$ cat config.mk
export PLATFORM = sky130hd
export DESIGN_NAME = fwd_stream_arbiter
export DESIGN_NICKNAME = d
export VERILOG_FILES = /design/src/rtl/fwd_stream_arbiter.sv
export SDC_FILE = /design/constraint.sdc
export NUM_CORES = 1
export LEC_CHECK = 0
export CAP_MARGIN = 20
export CELL_PAD_IN_SITES_DETAIL_PLACEMENT = 0
export CELL_PAD_IN_SITES_GLOBAL_PLACEMENT = 2
export CORE_MARGIN = 1.5
export CORE_UTILIZATION = 19
export DETAILED_ROUTE_END_ITERATION = 10
export GPL_ROUTABILITY_DRIVEN = 0
export PLACE_DENSITY = 0.8
export SLEW_MARGIN = 20
export SYNTH_ARGS = -nofsm -noshare
export SYNTH_HDL_FRONTEND = slang
export SYNTH_SLANG_ARGS = --single-unit
$ cat constraint.sdc
create_clock -name axi_aclk -period 1.9 [get_ports axi_aclk]
set_input_delay 0.38 -clock axi_aclk [delete_from_list [all_inputs] [get_ports axi_aclk]]
set_output_delay 0.38 -clock axi_aclk [all_outputs]
set_load 0.01 [all_outputs]
$ cat src/rtl/fwd_stream_arbiter.sv
// fwd_stream_arbiter: packet-atomic round-robin merge of NUM_FILTERS
// forwarder AXI Streams onto one registered egress AXI Stream.
//
// Ports:
//   axi_aclk, axi_aresetn : clock (rising edge), async active-low reset
//   in_TDATA/TVALID/TLAST : packed per-input streams, input i at
//                           [i*DATA_WIDTH +: DATA_WIDTH]
//   in_TREADY             : per-input ready (only the grantee, in BUSY)
//   out_TDATA/TVALID/TLAST: registered egress beat
//   out_TREADY            : egress ready
//   out_TDEST             : source index of the egress beat; present
//                           only when FWD_ARB_TDEST_EN is defined
//
// The grant is held from arbitration until the grantee's TLAST beat is
// accepted, so packets never interleave. One IDLE cycle separates
// consecutive packets; that cycle is where the round-robin scan runs.
module fwd_stream_arbiter #(
    parameter int DATA_WIDTH  = 64,
    parameter int NUM_FILTERS = 4,
    parameter int SEL_WIDTH   = 2
) (
    input  logic                              axi_aclk,
    input  logic                              axi_aresetn,
    input  logic [NUM_FILTERS*DATA_WIDTH-1:0] in_TDATA,
    input  logic [NUM_FILTERS-1:0]            in_TVALID,
    input  logic [NUM_FILTERS-1:0]            in_TLAST,
    output logic [NUM_FILTERS-1:0]            in_TREADY,
    output logic [DATA_WIDTH-1:0]             out_TDATA,
    output logic                              out_TVALID,
    output logic                              out_TLAST,
    input  logic                              out_TREADY
`ifdef FWD_ARB_TDEST_EN
    ,
    output logic [SEL_WIDTH-1:0]              out_TDEST
`endif
);

    if (NUM_FILTERS < 2 || NUM_FILTERS > 8) begin : g_bad_num
        $error("NUM_FILTERS must be in 2..8");
    end
    if (SEL_WIDTH != $clog2(NUM_FILTERS)) begin : g_bad_sel
        $error("SEL_WIDTH must equal clog2(NUM_FILTERS)");
    end

    typedef enum logic {
        IDLE,
        BUSY
    } state_t;

    state_t                 state;
    logic [SEL_WIDTH-1:0]   grant;
    logic [SEL_WIDTH-1:0]   last_grant;
    logic [SEL_WIDTH-1:0]   winner;
    logic                   any_valid;
    logic                   slot_free;
    logic                   accept;
    logic                   grant_last;
    logic [DATA_WIDTH-1:0]  grant_data;
    logic [DATA_WIDTH-1:0]  beat [NUM_FILTERS];

    for (genvar i = 0; i < NUM_FILTERS; i++) begin : g_split
        assign beat[i] = in_TDATA[i*DATA_WIDTH +: DATA_WIDTH];
    end

    // Round-robin scan starting just after last_grant. The loop runs
    // from the farthest offset down to the nearest so the nearest valid
    // input is the one left in winner.
    always_comb begin : rr_scan
        logic [SEL_WIDTH-1:0] idx;
        idx       = '0;
        winner    = last_grant;
        any_valid = 1'b0;
        for (int k = NUM_FILTERS; k >= 1; k--) begin
            idx = SEL_WIDTH'((int'(last_grant) + k) % NUM_FILTERS);
            if (in_TVALID[idx]) begin
                winner    = idx;
                any_valid = 1'b1;
            end
        end
    end

    // Output register can take a new beat when empty or draining now.
    assign slot_free  = !out_TVALID || out_TREADY;
    assign grant_data = beat[grant];
    assign grant_last = in_TLAST[grant];
    assign accept     = (state == BUSY) && in_TVALID[grant] && slot_free;

    always_comb begin
        in_TREADY = '0;
        if (state == BUSY) begin
            in_TREADY[grant] = slot_free;
        end
    end

    always_ff @(posedge axi_aclk or negedge axi_aresetn) begin
        if (!axi_aresetn) begin
            state      <= IDLE;
            grant      <= '0;
            last_grant <= SEL_WIDTH'(NUM_FILTERS - 1);
            out_TDATA  <= '0;
            out_TVALID <= 1'b0;
            out_TLAST  <= 1'b0;
`ifdef FWD_ARB_TDEST_EN
            out_TDEST  <= '0;
`endif
        end else begin
            // The egress register drains in any state, so the final
            // beat of a packet still leaves during the IDLE cycle.
            if (accept) begin
                out_TDATA  <= grant_data;
                out_TLAST  <= grant_last;
                out_TVALID <= 1'b1;
`ifdef FWD_ARB_TDEST_EN
                out_TDEST  <= grant;
`endif
            end else if (out_TVALID && out_TREADY) begin
                out_TVALID <= 1'b0;
            end

            unique case (state)
                IDLE: begin
                    if (any_valid) begin
                        grant <= winner;
                        state <= BUSY;
                    end
                end
                BUSY: begin
                    if (accept && grant_last) begin
                        last_grant <= grant;
                        state      <= IDLE;
                    end
                end
                default: state <= IDLE;
            endcase
        end
    end

endmodule

==> results of run 1 <==
==> metrics by stage <==
step | utilization [%] | TNS, ns | cells | power (uW)
6_report | 36.9 | 0 | 928 | 11900
5_1_grt | 36.9 | -0.0133 | 928 | 12700
4_1_cts | 36.7 | 0 | 925 | 12100
3_5_place_dp | 35.5 | -22.26 | 909 | 10300
3_3_place_gp | 35.5 | -19.66 | 909 | 10200
2_1_floorplan | - | 0 | 259 | 7430
==> state kept, by name (all words and copies together), names as in the netlist <==
| signal | flops |
|---|---|
| out_TLAST | 1 |
| state | 1 |
| grant | 2 |
| out_TDATA | 64 |
| last_grant | 2 |
| out_TVALID | 1 |
==> cells by family (layout without fill, tap and decap cells) <==
kind of cell,after synthesis,in the layout,synth area share (%)
AOI/OAI and AO/OA,9,9,1.45
buffers and inverters,26,376,4.91
muxes,133,133,52.4
and+or+nand+nor,20,20,2.38
DFF,71,71,38.8
==> where the power goes <==
group          total, uW  leakage (uW)  internal, uW  switching (uW)
Sequential          2910      0.000828          2360             549
Clock               1680      0.000144          1040             639
Combinational       7360       0.00248          4740            2620
==> metal layers <==
| metal | global-route usage (%) | vias up | wire length (um) |
|---|---|---|---|
| li1 | - | 1746 | - |
| met1 | 14.3 | 1927 | 6160 |
| met5 | 0 | - | 0 |
| met4 | 4.58 | 0 | 311 |
| met3 | 3.95 | 18 | 1370 |
| met2 | 23.3 | 172 | 8760 |
==> worst paths after layout <==
kind	from	end
min in group axi_aclk	out_TDATA[1]$_DFFE_PN0P_	out_TDATA[1]$_DFFE_PN0P_
hold reg to reg	out_TDATA[1]$_DFFE_PN0P_	out_TDATA[1]$_DFFE_PN0P_
hold / removal	axi_aresetn	grant[1]$_DFFE_PN0P_
setup / recovery	in_TVALID[2]	out_TDATA[13]$_DFFE_PN0P_
setup reg to reg	grant[1]$_DFFE_PN0P_	out_TDATA[13]$_DFFE_PN0P_
max in group asynchronous	axi_aresetn	out_TDATA[58]$_DFFE_PN0P_
==> layout make-up <==
type / instances / area, um^2
repair buffers: 357 / 3590
fillers: 2291 / 14900
clock inverters: 6 / 60.1
flip-flops and latches: 71 / 1780
multi-input cells: 162 / 2600
inverters: 3 / 11.3
well taps: 319 / 399
clock buffers: 10 / 239
==> cells in the final DEF, fill, tap and decap left out, drive strengths merged <==
master         instances
a21bo                  1
or2                    1
a21o                   2
nor2                   3
clkbuf                11
and2                   1
dfrtp                 69
mux2i                  2
or4                    1
nand4                  1
nand2b                 2
bufinv                 1
clkdlybuf4s50        331
a21oi                  3
nor3                   2
and3b                  1
clkinvlp               2
nand3                  2
dlygate4sd2            3
or3                    1
clkinv                 3
a211o                  1
nand2                  5
inv                    3
dfstp                  2
a31o                   1
a41oi                  1
buf                   22
mux2                  65
mux4                  66
==> critical path: stages <==
cell and delay (ns):
clkdlybuf4s50_1 0.43, mux4_2 0.54, nand3_4 0.13, buf_12 0.22, mux2_2 0.36
==> what timing repair did <==
item,4_1_cts,5_1_grt
setup buffers,0,3
setup endpoints to repair,4,33
resized for setup,4,5
pin swaps,0,1
==> results.json, run 1 <==
{
  "io_buffers": 336,
  "gr-total-overflow": 0,
  "synth_area_um2": 4580,
  "ant_nets": 0,
  "crit_required_ns": 2.12,
  "die_w_um": 158,
  "grt_pass1_wl_mm": 23.9,
  "via_per_inst": 4.16,
  "grt_max_degree": 38,
  "path_clk_slew_ns": 0.06,
  "die_area_um2": 25100,
  "n_antenna_cell": 0,
  "grt_usage_pct": 12.9,
  "r2r_slack_ns": 0.04,
  "rsz0062_at_grt": "yes",
  "synth_largest_area_cell": "dfrtp_1",
  "ys.flop_type": "dfrtp_1",
  "drtIter0Drc": 103,
  "critPathLaunchType": "input port",
  "clock-root-buffer": "clkbuf_16",
  "fmax_ghz": 0.530,
  "finalHoldViolCount": 1,
  "numCtsBuffers": 9,
  "wire_per_inst_um": 17.9,
  "core_area_um2": 23500,
  "synth.area.top_cells": "dfrtp_1 38%, mux4_2 32%, mux2_4 14%",
  "critPathMaxFanout": 30,
  "clock-sinks": 71,
  "design_area_um2": 8680,
  "chipHeight_um": 158,
  "worst_skew_pair.late_latency_ns": 0.33,
  "hpwl_mm": 13.9,
  "floorplan.io_pins": 337,
  "clock-skew-final_ns": 0.00459,
  "finalSetupViolations": 0,
  "fin_ws_ns": 0.0127,
  "slew_headroom_pct": 67.9,
  "synth-seq-cells": 71,
  "cap_viol_max_count": 0,
  "violations": "negative hold slack",
  "dpl_worst_slack_ns": -0.369,
  "drive_gt1_share_pct": 28.6,
  "ys_types": 32,
  "hold_ws_ns": -0.00396,
  "fin_crit_ns": 1.89,
  "worst_ep_arrival_time_ns": 2.10,
  "initial_utilization_pct": 19.5,
  "outcome": "complete, but fails checks",
  "cts_tree": "done",
  "synthArstFlopShare_pct": 100,
  "drcViolationCount": 0,
  "reg2regPathDepth": 4,
  "rows": 56,
  "dpl-instance-area_um2": 8350,
  "worstHoldPathType": "in -> async",
  "worstMarginPinSlew_ns": 0.481,
  "nets": 871,
  "leakagePower_uw": 0.00345,
  "synth_top_cells_by_count": "69 x dfrtp_1, 66 x mux4_2, 44 x mux2_4, 16 x mux2_2",
  "antenna_found_initial": 0,
  "first_pass_iters": 4,
  "avgSynthCellArea_um2": 17.7,
  "cts_hold_buffers": 0,
  "path_class": "in -> reg",
  "synth_fp_nets": 526,
  "grt_pass1_vias": 4284,
  "powerDensity_nw_per_um2": 1380,
  "totalWireLength_mm": 16.6,
  "yosysSeqAreaShare_pct": 38.8,
  "yosysTopAreaCellShare_pct": 37.7,
  "endpoint_kind": "flop",
  "num_vias": 3863,
  "final-max-slew-violation-count": 0,
  "area_growth_pct": 89.4,
  "synth_edf_count": 0,
  "cts_buffer_depth": 2,
  "finalCritPeriodShare_pct": 99.3,
  "post-synth-top-count-cell": "dfrtp_1",
  "synthCells": 259,
  "synth_warnings": 0,
  "peakVddDrop_uv": 489,
  "cts_max_level": 3
}
(Power assumes the default switching activity.)
==> inputs of run 2 (changes only) <==
- PLACE_DENSITY: 0.8 -> 0.85
- RECOVER_POWER: not set -> 25
==> run 2 against run 1 <==
The run now ends clean. First-iteration DRC count rose by 22%. Maximum frequency grew 0.50%. Sequential cell count unchanged. Utilization shrank 0.10 points. Sequential power barely moved.
==> results.json, run 2 (synthesis results as in run 1) <==
{
  "peakVddDrop_uv": 484,
  "cap_viol_max_count": 0,
  "largest_reg_flops": 64,
  "cts_buffer_depth": 2,
  "io_buffers": 336,
  "cts_tree": "done",
  "critPathMaxFanout": 29,
  "drtIter0Drc": 126,
  "dpl_worst_slack_ns": -0.367,
  "cp_cell_sequence": "mux4_2 -> nand3_4 -> buf_12 -> mux2_2",
  "critPathSlowestCell": "mux4_2",
  "fillers": 2316,
  "outcome": "complete, no violations",
  "placed_cells": 911,
  "ant_nets": 0,
  "instances_no_fill": 928,
  "powerDensity_nw_per_um2": 1380,
  "reg_top3": "out_TDATA: 64 flops, grant: 2 flops, last_grant: 2 flops",
  "grt_usage_pct": 13.2,
  "critical_path.top_delay_family": "multiplexers",
  "setup_tns_ns": 0,
  "post_cts_buffers": 0,
  "worst_skew_pair.late_latency_ns": 0.34,
  "final-seq-area_um2": 1790,
  "grt_pass1_vias": 4408,
  "nets": 870,
  "fin_ws_ns": 0.0221,
  "grtUsageMet1_pct": 13.7,
  "grt_max_degree": 39,
  "die_area_um2": 25100,
  "fin_crit_ns": 1.88,
  "wire_per_inst_um": 18.2,
  "critPathLaunchType": "flop",
  "numCtsBuffers": 9,
  "worstMarginPinSlew_ns": 0.900,
  "hold_ws_ns": 0.151,
  "leakagePower_uw": 0.00342,
  "grtUsageMet3_pct": 4.19,
  "rsz0062_at_grt": "yes",
  "totalWireLength_mm": 16.9,
  "top_register": "out_TDATA",
  "endpoint_kind": "flop",
  "chipHeight_um": 158,
  "slew_headroom_pct": 40.0,
  "initial_utilization_pct": 19.5,
  "layout_commonest_cell": "clkdlybuf4s50_1",
  "cts_hold_buffers": 0,
  "busiest_layer": "met2",
  "clock-skew-final_ns": 0.00804,
  "path_clk_slew_ns": 0.06,
  "crit_required_ns": 2.12,
  "timing.rr.start": "grant[1]$_DFFE_PN0P_",
  "area_growth_pct": 88.9,
  "first_pass_iters": 4,
  "worstHoldPathType": "in -> async",
  "floorplan.io_pins": 337,
  "final-max-slew-violation-count": 0,
  "path_buf_inv": 1,
  "fmax_ghz": 0.533,
  "clock-sinks": 71,
  "die_w_um": 158,
  "antenna_found_initial": 1,
  "critPathMaxStageDelay_ns": 0.57,
  "finalHoldViolCount": 0,
  "cts_max_level": 3,
  "worst_ep_arrival_time_ns": 2.10,
  "clock-root-buffer": "clkbuf_16",
  "multiInputGateArea_um2": 2590,
  "hpwl_mm": 14.1,
  "use_met2_pct": 25.0,
  "via_per_inst": 4.16,
  "setup.worst_path.start": "grant[1]$_DFFE_PN0P_",
  "drcViolationCount": 0,
  "mostFrequentLayoutCells": "331 x clkdlybuf4s50_1, 67 x dfrtp_1, 66 x mux4_2",
  "gr-total-overflow": 0,
  "finalCritPeriodShare_pct": 98.8,
  "rows": 56,
  "finalSetupViolations": 0,
  "grt_pass1_wl_mm": 24.4,
  "path_class": "reg -> reg",
  "num_vias": 3861,
  "drive_gt1_share_pct": 28.5,
  "core_area_um2": 23500
}
==> run 2: changes by cell type in the layout (fill, tap and decap cells not counted), sizes merged <==
| cell | previous run | this run |
|---|---|---|
| clkbuf | 11 | 16 |
| buf | 22 | 19 |
| clkinv | 3 | 0 |
| dlygate4sd2 | 3 | 1 |
| clkdlybuf4s15 | 0 | 1 |
| diode | 0 | 1 |
| inv | 3 | 4 |
==> run 2: what timing repair did <==
item,CTS,global route
endpoints found under the hold margin,0,0
gates resized for setup,5,5
endpoints found under the setup margin,9,12
pin swaps,1,0
cloned,0,0
==> run 2: worst paths after layout <==
check / cells past startpoint / slack, ns / to
hold / removal: 1 / 0.15 / out_TDATA[57]$_DFFE_PN0P_
setup / recovery: 4 / 0.02 / out_TDATA[5]$_DFFE_PN0P_
min in group axi_aclk: 1 / 0.49 / out_TDATA[3]$_DFFE_PN0P_
hold reg to reg: 1 / 0.49 / out_TDATA[3]$_DFFE_PN0P_
max in group asynchronous: 2 / 0.53 / grant[1]$_DFFE_PN0P_
setup reg to reg: 4 / 0.02 / out_TDATA[5]$_DFFE_PN0P_
==> run 2: layout make-up <==
type | instances | area share [%]
clock inverters | 4 | 0.622
inverters | 3 | 0.130
multi-input cells | 162 | 29.9
repair buffers | 356 | 41.1
well taps | 319 | 4.61
diodes | 1 | 0.0289
clock buffers | 12 | 2.96
flip-flops and latches | 71 | 20.6
==> run 2: stage by stage <==
| stage | utilization [%] | area [um^2] | power [uW] |
|---|---|---|---|
| 6_report | 36.8 | 8660 | 12000 |
| 5_1_grt | 36.8 | 8650 | 12700 |
| 4_1_cts | 36.8 | 8670 | 12200 |
| 3_5_place_dp | 35.5 | 8370 | 10400 |
| 3_3_place_gp | 35.5 | 8370 | 10200 |
| 2_1_floorplan | - | 4580 | 7430 |
==> run 2: report_power, final <==
part	internal (uW)	switching [uW]
combinational	4700	2640
sequential	2360	519
clock	1090	664
total	8160	3820
==> run 2: worst reg2reg max path: stages (launching register included) <==
cell     delay, ns
dfrtp_4       0.44
mux4_2        0.57
nand3_4       0.13
buf_12        0.24
mux2_2        0.38
==> run 2: routing by layer <==
layer | part of all wire (%) | vias up
met5 | 0 | -
met1 | 36 | 1921
li1 | - | 1747
met2 | 54 | 180
met4 | 1.5 | 0
met3 | 8.6 | 13
